## config.mk

```make
export PLATFORM = sky130hd
export DESIGN_NAME = branch_resolve_unit
export DESIGN_NICKNAME = d
export VERILOG_FILES = /design/src/rtl/branch_resolve_unit.sv
export SDC_FILE = /design/constraint.sdc
export NUM_CORES = 1
export LEC_CHECK = 0
export BUFFER_PORTS_ARGS = -buffer_cell sky130_fd_sc_hd__buf_2
export CAP_MARGIN = 20
export CORE_ASPECT_RATIO = 0.7
export CORE_MARGIN = 8
export CORE_UTILIZATION = 54
export DETAILED_ROUTE_END_ITERATION = 7
export PLACE_DENSITY = 0.86
export SYNTH_ARGS = -nofsm -noshare
export SYNTH_HDL_FRONTEND = slang
export SYNTH_SLANG_ARGS = --single-unit
```

## constraint.sdc

```tcl
create_clock -name clk -period 4.2 [get_ports clk]
set_clock_uncertainty 0.1 [all_clocks]
set_input_delay 0.42 -clock clk [delete_from_list [all_inputs] [get_ports clk]]
set_output_delay 0.42 -clock clk [all_outputs]
set_load 0.01 [all_outputs]
```

## src/rtl/branch_resolve_unit.sv

```systemverilog
// Branch resolve unit: Z/V/N flag register, branch condition evaluation,
// flag-hazard stall, fetch redirect handshake, flush pulse, perf counters.
// Ports:
//   clk, rst_n            clock, async active-low reset
//   flag_wr_en, flags_in  ALU flag write {Z,V,N}
//   br_valid, br_is_reg,  branch in decode, BR/B select,
//   cond, pc_plus2,       condition code, branch PC + 2,
//   imm9, reg_target      B word offset, BR target
//   redirect_ready        fetch accepts redirect
//   stall                 combinational decode/fetch hold
//   redirect_valid/pc     registered redirect request and target
//   flush, br_done        registered one-cycle pulses
//   flags_q               architectural flags
//   taken_cnt, stall_cnt  saturating performance counters
module branch_resolve_unit #(
  parameter bit FORWARD = 1'b1,
  parameter int CNT_W   = 16
) (
  input  logic             clk,
  input  logic             rst_n,
  input  logic             flag_wr_en,
  input  logic [2:0]       flags_in,
  input  logic             br_valid,
  input  logic             br_is_reg,
  input  logic [2:0]       cond,
  input  logic [15:0]      pc_plus2,
  input  logic [8:0]       imm9,
  input  logic [15:0]      reg_target,
  input  logic             redirect_ready,
  output logic             stall,
  output logic             redirect_valid,
  output logic [15:0]      redirect_pc,
  output logic             flush,
  output logic             br_done,
  output logic [2:0]       flags_q,
  output logic [CNT_W-1:0] taken_cnt,
  output logic [CNT_W-1:0] stall_cnt
);

  localparam logic [1:0] IDLE  = 2'd0;
  localparam logic [1:0] HAZ   = 2'd1;
  localparam logic [1:0] REDIR = 2'd2;

  logic [1:0]  state, state_d;
  logic [2:0]  cond_q;
  logic [2:0]  f_eff;
  logic [15:0] target;
  logic        hazard;
  logic        taken_now;
  logic        enter_redir;
  logic        done;
  logic        latch;

  function automatic logic eval_cond(
    input logic [2:0] c,
    input logic [2:0] f
  );
    logic z, v, n, t;
    z = f[2];
    v = f[1];
    n = f[0];
    t = 1'b0;
    unique case (c)
      3'b000: t = !z;
      3'b001: t = z;
      3'b010: t = !z && !n;
      3'b011: t = n;
      3'b100: t = z || (!z && !n);
      3'b101: t = n || z;
      3'b110: t = v;
      3'b111: t = 1'b1;
    endcase
    return t;
  endfunction

  // Bypass the flag write happening this cycle when forwarding is built in.
  assign f_eff = (FORWARD && flag_wr_en) ? flags_in : flags_q;

  // imm9 is a word offset: sign-extend and scale to bytes.
  assign target = br_is_reg ? reg_target
                : pc_plus2 + {{6{imm9[8]}}, imm9, 1'b0};

  // "Always" branches never depend on flags, so they never stall.
  assign hazard = br_valid && flag_wr_en && !FORWARD
                  && (cond != 3'b111);

  assign taken_now = eval_cond(cond, f_eff);
  assign stall = (state == IDLE) && hazard;

  always_comb begin
    state_d     = state;
    enter_redir = 1'b0;
    done        = 1'b0;
    latch       = 1'b0;
    unique case (state)
      IDLE: begin
        if (br_valid) begin
          if (hazard) begin
            latch   = 1'b1;
            state_d = HAZ;
          end else begin
            done = 1'b1;
            if (taken_now) begin
              latch       = 1'b1;
              enter_redir = 1'b1;
              state_d     = REDIR;
            end
          end
        end
      end
      HAZ: begin
        // flags_q now holds the write that caused the hazard.
        done = 1'b1;
        if (eval_cond(cond_q, flags_q)) begin
          enter_redir = 1'b1;
          state_d     = REDIR;
        end else begin
          state_d = IDLE;
        end
      end
      REDIR: begin
        if (redirect_ready) state_d = IDLE;
      end
      default: state_d = IDLE;
    endcase
  end

  always_ff @(posedge clk or negedge rst_n) begin
    if (!rst_n) begin
      state          <= IDLE;
      cond_q         <= 3'b000;
      flags_q        <= 3'b000;
      redirect_valid <= 1'b0;
      redirect_pc    <= 16'h0000;
      flush          <= 1'b0;
      br_done        <= 1'b0;
      taken_cnt      <= '0;
      stall_cnt      <= '0;
    end else begin
      state          <= state_d;
      redirect_valid <= (state_d == REDIR);
      flush          <= enter_redir;
      br_done        <= done;
      if (flag_wr_en) flags_q <= flags_in;
      if (latch) begin
        cond_q      <= cond;
        redirect_pc <= target;
      end
      if (enter_redir && (taken_cnt != '1))
        taken_cnt <= taken_cnt + CNT_W'(1);
      if (stall && (stall_cnt != '1))
        stall_cnt <= stall_cnt + CNT_W'(1);
    end
  end

endmodule

```

==> qor.tcl <==
set qor(adder_and_majority_cell_fraction_of_the_synthesized_area_pct) 7.100
set qor(detail_route.vias_per_cell) 5.415
set qor(final_cell_count_no_fill) 472
set qor(placed_cells) 464
set qor(timing_hold_violations_final) 0
set qor(setup_violations) 0
set qor(syn-mean-instance-area_sq_um) 9.436
set qor(antenna_violations_before_repair) 0
set qor(die_boundary_height_microns) 77.58
set qor(cells_along_the_critical_path) {mux2_2 -> nand3b_1 -> a311oi_1 -> o21ba_1 -> nor3_1 -> xor2_1}
set qor(synth_top_family_by_area) {simple AND/OR/NAND/NOR gates}
set qor(worst-endpoint-required_ns) 4.27
set qor(dieArea_sq_mm) 0.008066
set qor(synth-edff-count) 0
set qor(worst-r2r-cell-count) 6
set qor(muxShareOfSynthArea_pct) 5.133
set qor(grtUsageTotal_pct) 16.87
set qor(wirelength_microns) 6988
set qor(post_cts_hold_buffer_count) 0
set qor(cp-start-kind) {register}
set qor(area_share_of_xor_xnor_cells_in_the_synthesized_design_pct) 6.886
set qor(rr_startpoint) {flags_q[2]}
set qor(netlist_top_cells_count) {dfrtp_1 (43), nor2_1 (26), a21oi_1 (18), buf_4 (17)}
set qor(status) {complete, no violations}
set qor(leakagePower_nw) 1.781
set qor(layout_cell_share_with_drive_strength_beyond_1_pct) 28.75
set qor(first_pass_grt_wire_length_microns) 11670
set qor(core_area_sq_mm) 0.005230
set qor(largest_cells_by_area_after_synthesis) {dfrtp_1 (37%), ha_1 (6.4%), xor2_1 (4.8%), buf_4 (4.4%), nor2_1 (3.3%)}
set qor(floorplan.io_pins) 108
set qor(grt.overflow.total) 0
set qor(critical_path.max_stage_delay_ns) 0.68
set qor(cts_inserted_buffers) 5
set qor(via_count_of_the_first_global_routing_pass) 2580
set qor(worst-setup-path-type) {reg -> reg}
set qor(cts.clk_slew.worst_paths_ns) 0.08
set qor(finalSetupTns_ns) 0
set qor(netlist_area_sq_mm) 0.002925
set qor(post_drt_wl_per_cell_microns) 14.81
set qor(initial_core_utilization_pct) 55.93
set qor(worst_slew_slack_as_a_fraction_of_its_limit_pct) 37.67
set qor(irDropWorstVdd_mv) 0.2239
set qor(drt-initial-drc-count) 82
set qor(post_synthesis_compound_gate_area_fraction_pct) 16.72
set qor(cap_viol_max_count) 0
set qor(reg2reg_slack_ns) 1.43
set qor(cts.path.max_buffers) 2
set qor(worstReg2RegEnd) {taken_cnt[8]}
set qor(hpwl_after_detailed_placement_microns) 5653
set qor(timing.final.max_slew_violations) 0
set qor(nNetsFinal) 468
set qor(top_achievable_clock_speed_mhz) 361.6
set qor(ys_async_sr_fraction_pct) 100.0
set qor(total_power_mw) 1.601
set qor(drcViolationCount) 0
set qor(critical_path_at_ns) 2.83
set qor(pin_count_of_the_biggest_net_entering_global_routing) 44
set qor(tritoncts) {done}
set qor(clock-sinks) 43
set qor(synth_seq_area_share_pct) 36.78
set qor(cts-root-buf) {clkbuf_8}
set qor(routed-via-count) 2556
set qor(postRouteAntennaNets) 0
set qor(synthDistinctLibCells) 60
set qor(crit_slowest_cell) {o21ba_1}
set qor(cts_setup_buffers) 0
set qor(worst-slew-pin-transition_ns) 0.9349
set qor(placementRows) 22
set qor(detailedRoute.firstPassIterationCount) 4
set qor(period_minus_slack_ns) 2.766
set qor(power.density_mw_per_mm2) 460.5
set qor(yosys_most_used_dff) {dfrtp_1}
set qor(yosysMostFrequentCell) {dfrtp_1}
set qor(unrepaired_setup_endpoints_after_global_routing) {false}
set qor(ys.warnings.count) 0
set qor(synth_cells) 310
set qor(ys_ff_latch) 43
set qor(path_max_fanout) 18
set qor(htree_num_levels) 2
set qor(hold_class) {in -> async}
set qor(synth.top_cell.area_share_pct) 36.78
set qor(worst_skew_pair_latency_ns) 0.29
set qor(final_util_pct) 66.46
set qor(antennaDiodeCount) 0
set qor(ctsResizeCount) 0
set qor(routabilityCongestion) 0.8705
set qor(yosys.area.top_type) {dfrtp_1}
set qor(critPathCaptureType) {register}
set qor(buffer_ports.inserted) 90
set qor(area_growth_pct) 18.82
set qor(post_synth_and_or_nand_nor_area_fraction_pct) 19.85
set qor(timing.final.crit_share_pct) 65.85
set qor(filler_cell_count) 482
set qor(die_x_microns) 104.0
where the power goes:
group / switching (mW) / internal (mW)
clock: 0.139 / 0.192
sequential: 0.101 / 0.553
combinational: 0.339 / 0.277
total: 0.578 / 1.02
flip-flops by register name (all words and copies together) (netlist names):
register	flops
br_done	1
cond_q	3
flags_q	3
flush	1
redirect_pc	16
redirect_valid	1
state	2
taken_cnt	16
how the worst max path moves through the flow:
stage | start | slack (ns) | endpoint | depth (start not counted)
3_5_place_dp | flag_wr_en | 1.25 | taken_cnt[8] | 7
2_1_floorplan | pc_plus2[8] | 1.75 | redirect_pc[15] | 7
6_report | flags_q[2] | 1.43 | taken_cnt[8] | 6
3_3_place_gp | flag_wr_en | 1.33 | taken_cnt[10] | 7
4_1_cts | flags_q[2] | 1.43 | taken_cnt[8] | 6
5_1_grt | flags_q[2] | 1.18 | taken_cnt[8] | 6
logic make-up after synthesis:
family / count (synthesis)
buf+inv: 36
simple gates: 106
xor+xnor: 23
fa+ha+maj: 16
flops: 43
mux: 14
other cells: 1
compound gates: 71
critical path: cells and delay by family, from the launching register on:
family / cells / cell delay (ns)
and+or+nand+nor: 2 / 0.36
AOI/OAI and AO/OA: 2 / 1.21
xor gates and xnor gates: 1 / 0.17
muxes: 1 / 0.34
DFF: 1 / 0.45
layout make-up:
type	instances	area (sq um)	area share, %
well taps	72	90.09	2.592
inverters	10	37.54	1.080
flip-flops and latches	43	1076	30.96
clock buffers	6	82.58	2.376
clock inverters	2	35.03	1.008
repair buffers	91	457.9	13.17
multi-input cells	248	1697	48.81
metal layers:
| metal | vias to the layer above | part of all wire [%] | track usage [%] |
|---|---|---|---|
| met5 | - | 0 | 0 |
| met4 | 0 | 0.49 | 3.165 |
| met3 | 6 | 7.7 | 6.023 |
| met2 | 86 | 46 | 27.78 |
| met1 | 1197 | 46 | 21.06 |
| li1 | 1267 | - | - |
metrics by stage:
step           setup slack, ns  cell area [sq um]  hold WS (ns)
2_1_floorplan            1.753               2989       0.02441
3_3_place_gp             1.328               3358        0.3691
3_5_place_dp             1.251               3358        0.3752
4_1_cts                  1.426               3476        0.2102
5_1_grt                  1.179               3476        0.2563
6_report                 1.434               3476        0.1703
cell usage in the layout, fill, tap and decap left out, types with 3 or more instances in the layout:
cell type	count
buf_2	90
dfrtp_1	43
nor2_1	26
a21oi_1	18
conb_1	18
nand2_1	16
xor2_1	16
ha_1	15
nor3_1	12
inv_1	10
nand3_1	9
o21a_1	7
o21ai_0	7
xnor2_1	7
and2_1	7
mux2_2	6
nand4_1	6
mux2i_1	6
clkbuf_8	6
nor2b_1	5
a21o_1	5
or3_1	4
nand2b_1	4
or2_2	3
o21ai_1	3
and3_1	3
a31oi_1	3
(Power assumes the default switching activity.)
